$ cat src/rtl/io_trap_sequencer.sv
// io_trap_sequencer
//   Tracks Z80 bus cycles for the NABU MegaMapper register file and I/O trap.
//   Generates the opcode-capture, ISR-readback and control-write strobes, and
//   detects writes (and optionally reads) to a protected I/O port range. A
//   violation sets a sticky flag and issues a timed NMI. The trap re-arms once
//   the handler reads the ISR port.
//
//   Optional feature macro: IO_READ_TRAP_EN (when defined, IN cycles to a
//   protected port trap exactly like OUT cycles).
//
// Ports
//   clk, reset_n             clock / async active-low reset
//   m1_n, mreq_n, iorq_n,    Z80 bus controls, synchronous to clk
//   rd_n, wr_n
//   addr[7:0]                Z80 A[7:0]
//   trap_en                  control register bit 0
//   record_isr_en            opcode capture enable (registered)
//   read_isr_en              ISR readback enable (registered)
//   write_ctrl_en            control register write enable (registered)
//   io_violation_occured     sticky violation flag
//   nmi_n                    NMI to the Z80, active-low
module io_trap_sequencer #(
  parameter logic [7:0]  CTRL_PORT = 8'h40,
  parameter logic [7:0]  ISR_PORT  = 8'h41,
  parameter logic [7:0]  PROT_LO   = 8'h00,
  parameter logic [7:0]  PROT_HI   = 8'hFF,
  parameter int unsigned NMI_WIDTH = 4
) (
  input  logic       clk,
  input  logic       reset_n,
  input  logic       m1_n,
  input  logic       mreq_n,
  input  logic       iorq_n,
  input  logic       rd_n,
  input  logic       wr_n,
  input  logic [7:0] addr,
  input  logic       trap_en,
  output logic       record_isr_en,
  output logic       read_isr_en,
  output logic       write_ctrl_en,
  output logic       io_violation_occured,
  output logic       nmi_n
);

  typedef enum logic [2:0] {BUS_IDLE, BUS_FETCH, BUS_IOR, BUS_IOW, BUS_INTA} bus_t;
  typedef enum logic [1:0] {TRAP_ARMED, TRAP_PULSE, TRAP_PENDING} trap_t;

  localparam logic [3:0] NMI_LOAD  = 4'(NMI_WIDTH - 1);
  localparam logic [8:0] PROT_SPAN = {1'b0, PROT_HI} - {1'b0, PROT_LO};

  bus_t       r_bus, w_bus_nxt;
  trap_t      r_trap, w_trap_nxt;
  logic [7:0] r_addr, w_addr_nxt;
  logic [3:0] r_cnt, w_cnt_nxt;
  logic       r_record, r_read, r_write, r_flag, r_nmi_n;

  logic       w_cyc_done, w_io_entry, w_trap_cyc, w_in_range;
  logic       w_viol, w_isr_clr;
  logic [8:0] w_off;

  // ---------------------------------------------------------------- bus FSM
  // The edge that ends a cycle also evaluates the cycle-start conditions, so a
  // new cycle whose controls are already asserted on that edge is not lost.
  always_comb begin
    w_cyc_done = 1'b1;
    case (r_bus)
      BUS_FETCH, BUS_INTA: w_cyc_done = m1_n;
      BUS_IOR:             w_cyc_done = rd_n;
      BUS_IOW:             w_cyc_done = wr_n;
      default:             w_cyc_done = 1'b1;
    endcase

    w_bus_nxt = r_bus;
    if (w_cyc_done) begin
      if (!m1_n && !mreq_n)       w_bus_nxt = BUS_FETCH;
      else if (!m1_n && !iorq_n)  w_bus_nxt = BUS_INTA;
      else if (!iorq_n && !rd_n)  w_bus_nxt = BUS_IOR;
      else if (!iorq_n && !wr_n)  w_bus_nxt = BUS_IOW;
      else                        w_bus_nxt = BUS_IDLE;
    end
  end

  assign w_io_entry = w_cyc_done && ((w_bus_nxt == BUS_IOR) || (w_bus_nxt == BUS_IOW));
  assign w_addr_nxt = w_io_entry ? addr : r_addr;

  // ---------------------------------------------------------- violation check
  // Range test as an offset compare; the 9-bit width keeps addresses below
  // PROT_LO out of range after the wrap.
  assign w_off      = {1'b0, addr} - {1'b0, PROT_LO};
  assign w_in_range = (w_off <= PROT_SPAN);

`ifdef IO_READ_TRAP_EN
  assign w_trap_cyc = (w_bus_nxt == BUS_IOW) || (w_bus_nxt == BUS_IOR);
`else
  assign w_trap_cyc = (w_bus_nxt == BUS_IOW);
`endif

  assign w_viol = w_io_entry && w_trap_cyc && trap_en && w_in_range &&
                  (addr != CTRL_PORT) && (addr != ISR_PORT);

  // ISR read completes on the IOR exit edge.
  assign w_isr_clr = (r_bus == BUS_IOR) && rd_n && (r_addr == ISR_PORT);

  // --------------------------------------------------------------- trap FSM
  always_comb begin
    w_trap_nxt = r_trap;
    w_cnt_nxt  = r_cnt;
    case (r_trap)
      TRAP_ARMED: begin
        if (w_viol) begin
          w_trap_nxt = TRAP_PULSE;
          w_cnt_nxt  = NMI_LOAD;
        end
      end
      TRAP_PULSE: begin
        if (r_cnt == 4'd0) w_trap_nxt = TRAP_PENDING;
        else               w_cnt_nxt  = r_cnt - 4'd1;
      end
      TRAP_PENDING: begin
        // A violation on the clearing edge re-triggers instead of re-arming.
        if (w_isr_clr) begin
          if (w_viol) begin
            w_trap_nxt = TRAP_PULSE;
            w_cnt_nxt  = NMI_LOAD;
          end else begin
            w_trap_nxt = TRAP_ARMED;
          end
        end
      end
      default: w_trap_nxt = TRAP_ARMED;
    endcase
  end

  // -------------------------------------------------------------- registers
  always_ff @(posedge clk or negedge reset_n) begin
    if (!reset_n) begin
      r_bus    <= BUS_IDLE;
      r_trap   <= TRAP_ARMED;
      r_addr   <= 8'h00;
      r_cnt    <= 4'd0;
      r_record <= 1'b0;
      r_read   <= 1'b0;
      r_write  <= 1'b0;
      r_flag   <= 1'b0;
      r_nmi_n  <= 1'b1;
    end else begin
      r_bus    <= w_bus_nxt;
      r_trap   <= w_trap_nxt;
      r_addr   <= w_addr_nxt;
      r_cnt    <= w_cnt_nxt;
      r_record <= (w_bus_nxt == BUS_FETCH) && (w_trap_nxt == TRAP_ARMED);
      r_read   <= (w_bus_nxt == BUS_IOR) && (w_addr_nxt == ISR_PORT);
      r_write  <= (w_bus_nxt == BUS_IOW) && (w_addr_nxt == CTRL_PORT);
      r_flag   <= (w_trap_nxt != TRAP_ARMED);
      r_nmi_n  <= (w_trap_nxt != TRAP_PULSE);
    end
  end

  assign record_isr_en        = r_record;
  assign read_isr_en          = r_read;
  assign write_ctrl_en        = r_write;
  assign io_violation_occured = r_flag;
  assign nmi_n                = r_nmi_n;

endmodule
$ cat config.mk
export PLATFORM = sky130hd
export DESIGN_NAME = io_trap_sequencer
export DESIGN_NICKNAME = d
export VERILOG_FILES = /design/src/rtl/io_trap_sequencer.sv
export SDC_FILE = /design/constraint.sdc
export NUM_CORES = 1
export LEC_CHECK = 0
export CELL_PAD_IN_SITES_DETAIL_PLACEMENT = 2
export CELL_PAD_IN_SITES_GLOBAL_PLACEMENT = 2
export CORE_ASPECT_RATIO = 1.5
export CORE_MARGIN = 2
export CORE_UTILIZATION = 30
export CTS_CLUSTER_SIZE = 14
export DETAILED_ROUTE_END_ITERATION = 8
export PLACE_DENSITY = 0.83
export SYNTH_ARGS = -nofsm -noshare
export SYNTH_HDL_FRONTEND = slang
export SYNTH_SLANG_ARGS = --single-unit
export TNS_END_PERCENT = 30
$ cat constraint.sdc
create_clock -name clk -period 1.8 [get_ports clk]
set_clock_uncertainty 0.1 [all_clocks]
set_input_delay 0.45 -clock clk [delete_from_list [all_inputs] [get_ports clk]]
set_output_delay 0.45 -clock clk [all_outputs]
set_load 0.01 [all_outputs]
# After elaboration in Yosys (flattened, before gate mapping)
# Index checks and enable logic that the tools add are counted.
# op_classes
add_sub_neg,1
reduce_logical,28
muxes,16
eq_ne,17
order_cmp,1
# ops
operator,count
"8-bit by 7-bit == test with 1-bit output, second input constant",3
"8-bit by 7-bit inequality test with 1-bit output, second input constant",2
1-bit logical AND,15
"3-bit by 2-bit == test with 1-bit output, second input constant",4
4-bit 2-to-1 mux,3
4-bit one-hot mux with 3 select lines,1
2-bit 2-to-1 mux,5
3-bit 2-to-1 mux,3
"8-bit less-or-equal comparator, second input constant",1
8-bit 2-to-1 mux,1
"3-bit by 1-bit == test with 1-bit output, second input constant",2
2-bit one-hot mux with 3 select lines,1
1-bit zero test,5
2-bit zero test,2
4-bit zero test,1
"2-bit inequality test, second input constant",2
"4-bit by 1-bit subtractor with 4-bit output, second input constant",1
"3-bit == test, second input constant",1
1-bit one-hot mux with 3 select lines,1
3-bit AND reduction,1
3-bit nonzero test,1
"2-bit by 1-bit == test with 1-bit output, second input constant",1
"2-bit == test, second input constant",1
"2-bit by 1-bit inequality test with 1-bit output, second input constant",1
other kinds (4),4
# word_totals
ff_bits,22

# Depth between registers and ports, before layout
# Gate-level depths: netlist of the first run.
# logic_depth
word_depth,20
depth_mapped,7

# Worst setup path after synthesis of the first run
# OpenSTA, ideal clock, no wires.
# synth_timing
path_type,register to register
from,reg r_bus[2]
to,reg r_cnt[2]
required_ns,1.581
path_buffers,1
setup_time_ns,0.119
stages_incl_launch_ff,7
path_slack_ns,0.090
arrival_ns,1.491
period_less_slack_ns,1.710
cell_sequence,dfrtp_1 -> buf_6 -> or3b_1 -> o311a_2 -> o211ai_4 -> nand4b_4 -> and2_1
# synth_between
elab_chain_len,15
word_cells_on_any_way,23
cone_classes,eq/ne (7); mux (5); reduce/logical (11)
# synth_lines
element,line,rtl
"start, declared",51,"bus_t r_bus, w_bus_nxt;"
"start signal, assigned",147,r_bus <= w_bus_nxt;
3-bit by 1-bit == test with 1-bit output or 3-bit == test (tied branches),66,case (r_bus)
2-bit OR reduction,66,
1-bit one-hot mux with 3 select lines (*),66,
3-bit 2-to-1 mux (*),74,if (w_cyc_done) begin
named net w_bus_nxt[0],51,
3-bit by 2-bit == test with 1-bit output (on tied branches),"83, 95",
1-bit logical OR,83,assign w_io_entry = w_cyc_done && ((w_bus_nxt == BUS_IOR) || (w_bus_nxt == BUS_IOW));
1-bit logical AND,83,
1-bit logical AND (*) (4 in series),98,assign w_viol = w_io_entry && w_trap_cyc && trap_en && w_in_range &&
1-bit logical AND (*),99,(addr != CTRL_PORT) && (addr != ISR_PORT);
4-bit 2-to-1 mux (*),n/a,
4-bit 2-to-1 mux,n/a,
4-bit one-hot mux with 3 select lines (*),n/a,
"end signal, assigned",150,r_cnt <= w_cnt_nxt;
"end, declared",54,"logic [3:0] r_cnt, w_cnt_nxt;"
# Mark *: on every way through the listed nets, which the timed path passes. The rest lies on a longest branch. The select of a mux whose other input is x is not followed.
# A chain may end at the register's enable or synchronous reset.

# Worst setup path in the final report of the first run
# layout_timing
from,reg r_bus[2]
to,reg r_read (netlist: read_isr_en)
# layout_between
elab_chain_len,10
word_cells_on_any_way,14
cone_classes,eq/ne (7); mux (3); reduce/logical (4)
# layout_lines
element,line,rtl
3-bit by 1-bit == test with 1-bit output or 3-bit == test (tied branches),66,
2-bit OR reduction,66,
1-bit one-hot mux with 3 select lines,66,
3-bit 2-to-1 mux,74,
3-bit by 2-bit == test with 1-bit output (on tied branches),"83, 152",
1-bit logical OR,83,
1-bit logical AND,83,
8-bit 2-to-1 mux,84,assign w_addr_nxt = w_io_entry ? addr : r_addr;
8-bit by 7-bit == test with 1-bit output,152,r_read <= (w_bus_nxt == BUS_IOR) && (w_addr_nxt == ISR_PORT);
1-bit logical AND (*),152,
"end signal, assigned",152,
"end, declared",55,"logic r_record, r_read, r_write, r_flag, r_nmi_n;"
# Mark *: on every way between the ends. The rest lies on a longest branch, timed or not.

==> parameters.txt, run 1 <==
Parameter                              Value

Timing
  RSZ-0062 raised after global routing    yes
  Finish-stage setup viols    4
  Final worst-path cycle share    1.007
  Time the final worst path needs with I/O delays and setup    roughly 1.8 ns
  Setup_tns    -0.02751 ns
  Fin worst setup slack    -0.01231 ns
  Transition time at the pin with the least slew margin    between 0.2 and 0.3 ns
  Final hold vios    0
  Total count of max-transition violations in the final report    0
  Worst-case hold slack    0.4317 ns
  Upper clock frequency limit    between 0.5 and 0.6 GHz
  Relative max-transition margin    0.7988

Global routing
  Pin count of the biggest net entering global routing    23
  Global-route usage over all layers    0.1796
  First-pass GRT wire length    about 5.4 mm
  Number of global-route vias before repair    1078
  Gr ovfl total    0
  Initial antenna violation count    0

Critical path
  CP endpoint kind    flop
  Startpoint types    flop
  Data required time at the worst endpoint    1.86 ns
  Worst setup path startpoint    r_bus[2]
  CP Class    flop to flop
  Max FO, Critical Path    6
  R2R Path Start    r_bus[2]
  Worst endpoint data arrival time    1.87 ns

Power
  Power per standard cell area    approximately 960 mW/mm2
  Comb power frac    0.295
  Leak    0.7525 nW
  Clk network pwr share    0.286
  IR drop worst, VDD    0.4185 mV
  Sequential power share    0.418
  Total power draw    roughly 1.6 mW
  Internal power    approximately 1.1 mW
  Switching fraction of total power    0.2861
  P_sw    about 0.46 mW

Outcome
  Result of the run    finished, violations left
  Violations in the final reports    negative setup slack

Route
  Final WL    3.681 mm
  Count of nets left with antenna violations after detail routing    0
  Initial detailed-routing violation count    9
  Total number of vias    a little over 900
  Average via count per standard cell    just over 5
  DR WL/cell    20.91 um
  Drt pass-1 iters    4
  Post-route DRC    0

Synthesis
  Cell Area, Synth    between 0.001 and 0.0015 mm2
  Number of enable flip-flop cells after synthesis    0
  Register area share after synthesis    0.4878
  Number of flip-flops and latches in the synthesized netlist    22
  Most used DFF post-synth    sky130_fd_sc_hd__dfrtp_1
  Mean area per synthesized cell    around 12 um2
  Synth warn    0
  Async SR Flop Fraction    1.000
  Post-synth net total    between 100 and 150
  Post-Synthesis Cells    96
  Synth unique cells    40

Final layout
  Leading cell types in the layout, fill and taps excluded    sky130_fd_sc_hd__dfrtp_1 (19), sky130_fd_sc_hd__clkdlybuf4s50_1 (13), sky130_fd_sc_hd__buf_4 (11)
  Non-filler instance count after layout    about 180
  Total inserted antenna cells    0
  Most common library cell in the layout ignoring fill and taps    sky130_fd_sc_hd__dfrtp_1
  Layout overhead on the synthesized area    48.23%
  Post-layout util    0.4595
  Fraction of layout instances using a drive strength above 1    0.4211
  Number of nets at the end of the flow    between 150 and 200

Die
  Number of top-level pins    21
  Number of cell rows    27
  Chip height    a little under 80 um
  Floorplan die area    between 0.004 and 0.005 mm2
  Initial core utilization    0.3100
  Die boundary width    approximately 54 um
  Core region area    between 0.003 and 0.004 mm2

Placed design
  HPWL after detailed placement    roughly 2.4 mm
  Placed instance count    between 150 and 200
  Routability cong.    around 0.74
  Number of port buffers    20

Clock tree
  Clock sinks    22
  Clock edge transition at the registers on the reported setup and hold paths    roughly 0.080 ns
  Inserted Clock Buffers    3
  Clock H-tree levels    1
  Clock tree root buffer cell    sky130_fd_sc_hd__clkbuf_8
  Max Buffers Root-to-Sink    2
  CTS tree    done
  Clock insertion delay at the later pin of the skew report    about 0.26 ns

Hold path
  Hold path startpoint    r_addr[1]
  Hold Crit Class    flop to flop

Flow run
  Count of maximum capacitance violations    0
==> cell usage after synthesis, types with 2 or more instances <==
cell | n | share of area
sky130_fd_sc_hd__inv_1 | 4 | 0.013
sky130_fd_sc_hd__nor2b_1 | 2 | 0.011
sky130_fd_sc_hd__nand2_1 | 10 | 0.033
sky130_fd_sc_hd__ha_1 | 2 | 0.022
sky130_fd_sc_hd__nor3_1 | 4 | 0.018
sky130_fd_sc_hd__and3b_1 | 2 | 0.015
sky130_fd_sc_hd__xnor2_1 | 2 | 0.015
sky130_fd_sc_hd__and2_1 | 3 | 0.017
sky130_fd_sc_hd__dfrtp_1 | 21 | 0.46
sky130_fd_sc_hd__a21oi_1 | 2 | 0.0088
sky130_fd_sc_hd__mux2_2 | 7 | 0.070
sky130_fd_sc_hd__nor2_1 | 5 | 0.017
sky130_fd_sc_hd__nand2b_1 | 2 | 0.011
sky130_fd_sc_hd__buf_6 | 2 | 0.020
sky130_fd_sc_hd__nor4b_1 | 3 | 0.023
==> metal layers <==
| metal | track usage | wire (um) | share of wire |
|---|---|---|---|
| met3 | 0.01316 | 81 | 0.022 |
| met4 | 0.07750 | 97 | 0.026 |
| met2 | 0.3639 | 2249 | 0.61 |
| met1 | 0.1655 | 1252 | 0.34 |
| met5 | 0 | 0 | 0 |
==> power by group through the flow <==
stage                     clock, mW  sequential [mW]  combinational (mW)
final                         0.459            0.671               0.474
after global routing          0.490            0.678               0.509
after CTS                     0.461            0.657               0.425
after detailed placement          0            0.663               0.379
after global placement            0            0.653               0.347
after floorplan                   0            0.650               0.202
==> critical path: stages (launching register included) <==
cell                      delay [ns]
sky130_fd_sc_hd__dfrtp_2        0.49
sky130_fd_sc_hd__buf_2          0.20
sky130_fd_sc_hd__a31oi_4        0.20
sky130_fd_sc_hd__nand4_4        0.18
sky130_fd_sc_hd__buf_4          0.17
sky130_fd_sc_hd__o22a_1         0.18
sky130_fd_sc_hd__nor3_1         0.19
==> final timing paths <==
| check | slack (ns) | depth (start not counted) | to |
|---|---|---|---|
| worst max register to register | -0.01 | 6 | read_isr_en |
| max in group asynchronous | 0.87 | 2 | nmi_n |
| worst min-delay path | 0.43 | 1 | r_addr[1] |
| worst min register to register | 0.43 | 1 | r_addr[1] |
| min in group asynchronous | 0.44 | 2 | r_cnt[2] |
| worst max-delay path | -0.01 | 6 | read_isr_en |
==> final cells by class <==
type                            count  area, um2
Clock buffer                        3      41.29
Fill cell                         379       1972
Multi-Input combinational cell     68      661.9
Tap cell                           43      53.80
Clock inverter                      1      30.03
Sequential cell                    22      554.3
Inverter                            4      15.01
Timing Repair Buffer               35      320.3
==> state kept, by name, indices dropped and copies added, names as in the netlist <==
| name | cells |
|---|---|
| write_ctrl_en | 1 |
| r_cnt | 4 |
| r_trap | 2 |
| read_isr_en | 1 |
| r_bus | 3 |
| r_addr | 8 |
| io_violation_occured | 1 |
| nmi_n | 1 |
| record_isr_en | 1 |
==> stage by stage <==
stage	setup WS (ns)	area, um2
after CTS	-0.04649	1598
after global placement	-0.4996	1445
final	-0.01231	1677
after global routing	-0.09180	1677
after floorplan	0.09035	1131
after detailed placement	-0.6109	1445
==> cell families after synthesis <==
logic type                 share of synthesized area
xor gates and xnor gates                     0.01549
DFF                                           0.4878
and+or+nand+nor                               0.2478
AOI/OAI and AO/OA                             0.1029
buffers and inverters                        0.03318
muxes                                        0.09071
adders and majority gates                    0.02212
==> repair_timing <==
item,CTS,global route
pin swaps,6,9
hold buffers,0,0
cloned,0,0
resized for setup,18,19
hold endpoints to repair,0,0
endpoints found under the setup margin,21,18
buffers inserted,3,1
No activity file was read; power rests on OpenSTA's default activity.
==> run 2, diff against run 1 <==
--- a/config.mk
+++ b/config.mk
@@ -8,7 +8,7 @@
 export CELL_PAD_IN_SITES_DETAIL_PLACEMENT = 2
 export CELL_PAD_IN_SITES_GLOBAL_PLACEMENT = 2
 export CORE_ASPECT_RATIO = 1.5
-export CORE_MARGIN = 2
+export CORE_MARGIN = 8
 export CORE_UTILIZATION = 30
 export CTS_CLUSTER_SIZE = 14
 export DETAILED_ROUTE_END_ITERATION = 8
==> constraint.sdc (replaced) <==
create_clock -name clk -period 1.6 [get_ports clk]
set_clock_uncertainty 0.1 [all_clocks]
set_input_delay 0.4 -clock clk [delete_from_list [all_inputs] [get_ports clk]]
set_output_delay 0.4 -clock clk [all_outputs]
set_load 0.01 [all_outputs]
==> run 2 against run 1 <==
  * The run still ends with negative setup slack left
  * Sequential power increased by 12%
  * Flip-flop and latch count unchanged
  * Utilization down 2.9 points
  * First-iteration DRC count grew 44%
  * Largest power group unchanged
==> parameters.txt, run 2 (synthesized netlist as in run 1, its figures left out) <==
Parameter                              Value

Clock tree
  Inserted Clock Buffers    3 (unchanged)
  Clock tree root buffer cell    sky130_fd_sc_hd__clkbuf_8 (unchanged)
  Clock H-tree levels    1 (unchanged)
  Clock insertion delay at the later pin of the skew report    0.26 ns (about the same)
  Max Buffers Root-to-Sink    2 (unchanged)
  CTS tree    done (unchanged)
  Clock edge transition at the registers on the reported setup and hold paths    0.08 ns (about the same)
  Clock sinks    22 (unchanged)

Timing
  Transition time at the pin with the least slew margin    0.2851 ns (was 0.2960 ns)
  Worst-case hold slack    0.3816 ns (was 0.4317 ns)
  Upper clock frequency limit    0.5653 GHz (was 0.5518 GHz)
  Time the final worst path needs with I/O delays and setup    1.769 ns (was 1.812 ns)
  Finish-stage setup viols    18 (was 4)
  Total count of max-transition violations in the final report    0 (unchanged)
  Relative max-transition margin    0.8073 (was 0.7988)
  RSZ-0062 raised after global routing    yes (unchanged)
  Final worst-path cycle share    1.106 (was 1.007)
  Fin worst setup slack    -0.1690 ns (was -0.01231 ns)
  Final hold vios    0 (unchanged)

Route
  Initial detailed-routing violation count    13 (was 9)
  Drt pass-1 iters    4 (unchanged)
  DR WL/cell    18.58 um (was 20.91 um)
  Final WL    3.308 mm (was 3.681 mm)
  Post-route DRC    0 (unchanged)
  Count of nets left with antenna violations after detail routing    0 (unchanged)
  Average via count per standard cell    5.124 (was 5.199)
  Total number of vias    912 (was 915)

Critical path
  CP endpoint kind    flop (unchanged)
  Worst reg-to-reg path cell count    6 (unchanged)
  CP Class    flop to flop (unchanged)
  Startpoint types    flop (unchanged)
  Worst endpoint data arrival time    1.84 ns (was 1.87 ns)
  Data required time at the worst endpoint    1.67 ns (was 1.86 ns)
  Max FO, Critical Path    5 (was 6)
  R2R Path Start    r_bus[0] (was r_bus[2])
  Endpoint of the lowest-slack register-to-register path    read_isr_en (unchanged)
  Setup slack of the worst register-to-register path    -0.17 ns (was -0.01 ns)

Final layout
  FILL cells    419 (was 379)
  Flip-flop count of the largest register after layout    8 (unchanged)
  Largest register by flop count    r_addr (unchanged)
  Post-layout util    0.4307 (was 0.4595)
  Total inserted antenna cells    0 (unchanged)
  Registers with the highest flip-flop counts    r_addr: 8 flops, r_cnt: 4 flops, r_bus: 3 flops (unchanged)
  Leading cell types in the layout, fill and taps excluded    sky130_fd_sc_hd__dfrtp_1 (18), sky130_fd_sc_hd__buf_4 (17), sky130_fd_sc_hd__clkdlybuf4s50_1 (11) (was sky130_fd_sc_hd__dfrtp_1 (19), sky130_fd_sc_hd__clkdlybuf4s50_1 (13), sky130_fd_sc_hd__buf_4 (11))
  Most common library cell in the layout ignoring fill and taps    sky130_fd_sc_hd__dfrtp_1 (unchanged)
  Non-filler instance count after layout    178 (was 176)
  Number of nets at the end of the flow    154 (was 152)
  Fraction of layout instances using a drive strength above 1    0.3556 (was 0.4211)
  Layout overhead on the synthesized area    38.94% (was 48.23%)

Placed design
  Routability cong.    0.7380 (was 0.7422)
  HPWL after detailed placement    2.487 mm (was 2.408 mm)
  Placed instance count    171 (was 168)
  Number of port buffers    20 (unchanged)

Die
  Initial core utilization    0.3100 (unchanged)
  Chip height    91.21 um (was 79.21 um)
  Die boundary width    66.14 um (was 54.14 um)
  Core region area    0.003649 mm2 (unchanged)
  Floorplan die area    0.006032 mm2 (was 0.004288 mm2)
  Number of cell rows    27 (unchanged)
  Number of top-level pins    21 (unchanged)

Global routing
  Initial antenna violation count    0 (unchanged)
  Gr ovfl total    0 (unchanged)
  Number of global-route vias before repair    1073 (was 1078)
  First-pass GRT wire length    5.264 mm (was 5.375 mm)
  Pin count of the biggest net entering global routing    23 (unchanged)
  Global-route usage over all layers    0.1090 (was 0.1796)

Power
  Power per standard cell area    986.4 mW/mm2 (was 956.5 mW/mm2)
  Leak    0.7056 nW (was 0.7525 nW)
  IR drop worst, VDD    0.3588 mV (was 0.4185 mV)

Outcome
  Result of the run    finished, violations left (unchanged)
  Violations in the final reports    negative setup slack (unchanged)

Flow run
  Count of maximum capacitance violations    0 (unchanged)

Hold path
  Hold Crit Class    input port to async pin (was flop to flop)
==> run 2: changes by cell type in the layout (fill, tap and decap cells not counted), sizes merged <==
cell,before,now
dlygate4sd2,3,9
bufinv,1,0
dlymetal6s2s,3,0
buf,15,17
clkdlybuf4s50,13,11
==> run 2: per-layer routing <==
| metal | GRT usage | wire length [um] | share of wire |
|---|---|---|---|
| met4 | 0.02683 | 49 | 0.015 |
| met2 | 0.2037 | 1881 | 0.57 |
| met1 | 0.1146 | 1227 | 0.37 |
| met3 | 0.02706 | 149 | 0.045 |
| met5 | 0 | 0 | 0 |
==> run 2: worst max path at each step <==
stage	from	to	depth (start not counted)
final	r_bus[0]	read_isr_en	6
after global routing	r_bus[0]	read_isr_en	6
after CTS	r_bus[2]	r_cnt[2]	5
after detailed placement	rd_n	r_cnt[2]	6
after global placement	rd_n	r_cnt[3]	6
after floorplan	r_bus[2]	r_cnt[2]	6
==> run 2: cell type report <==
| cell class | count | area (um2) | share of cell area |
|---|---|---|---|
| Clock buffer | 4 | 45.04 | 0.02866 |
| Multi-Input combinational cell | 68 | 585.6 | 0.3726 |
| Inverter | 4 | 15.01 | 0.009554 |
| Sequential cell | 22 | 555.5 | 0.3535 |
| Tap cell | 43 | 53.80 | 0.03424 |
| Timing Repair Buffer | 37 | 316.6 | 0.2014 |
==> run 2: per-stage QoR <==
step                      power [mW]  instance area [um2]  setup WS, ns  setup TNS [ns]
after floorplan               0.9588                 1131       -0.1096         -0.4085
after global placement         1.133                 1468       -0.6481          -10.90
after CTS                      1.534                 1549       -0.2016          -2.884
after global routing           1.625                 1572       -0.2490          -3.871
after detailed placement       1.175                 1468       -0.6997          -12.98
final                          1.550                 1572       -0.1690          -2.184
==> run 2: power by group <==
part	leakage, nW	internal, mW	switching (mW)
clock	0.0228	0.178	0.177
sequential	0.260	0.665	0.0841
combinational	0.423	0.250	0.197
==> run 2: repair_timing <==
action,4_1_cts,5_1_grt
resized for setup,16,4
cloned,0,0
setup endpoints to repair,26,20
pin swaps,5,5
hold buffers,0,0
setup buffers,3,0
==> run 2: worst max-delay path: stages, from the launching register on <==
cell and delay (ns):
sky130_fd_sc_hd__dfrtp_2 0.46, sky130_fd_sc_hd__nor4b_2 0.18, sky130_fd_sc_hd__a31oi_2 0.21, sky130_fd_sc_hd__nand4_2 0.15, sky130_fd_sc_hd__buf_4 0.19, sky130_fd_sc_hd__mux2i_4 0.19
sky130_fd_sc_hd__nor3_2 0.20
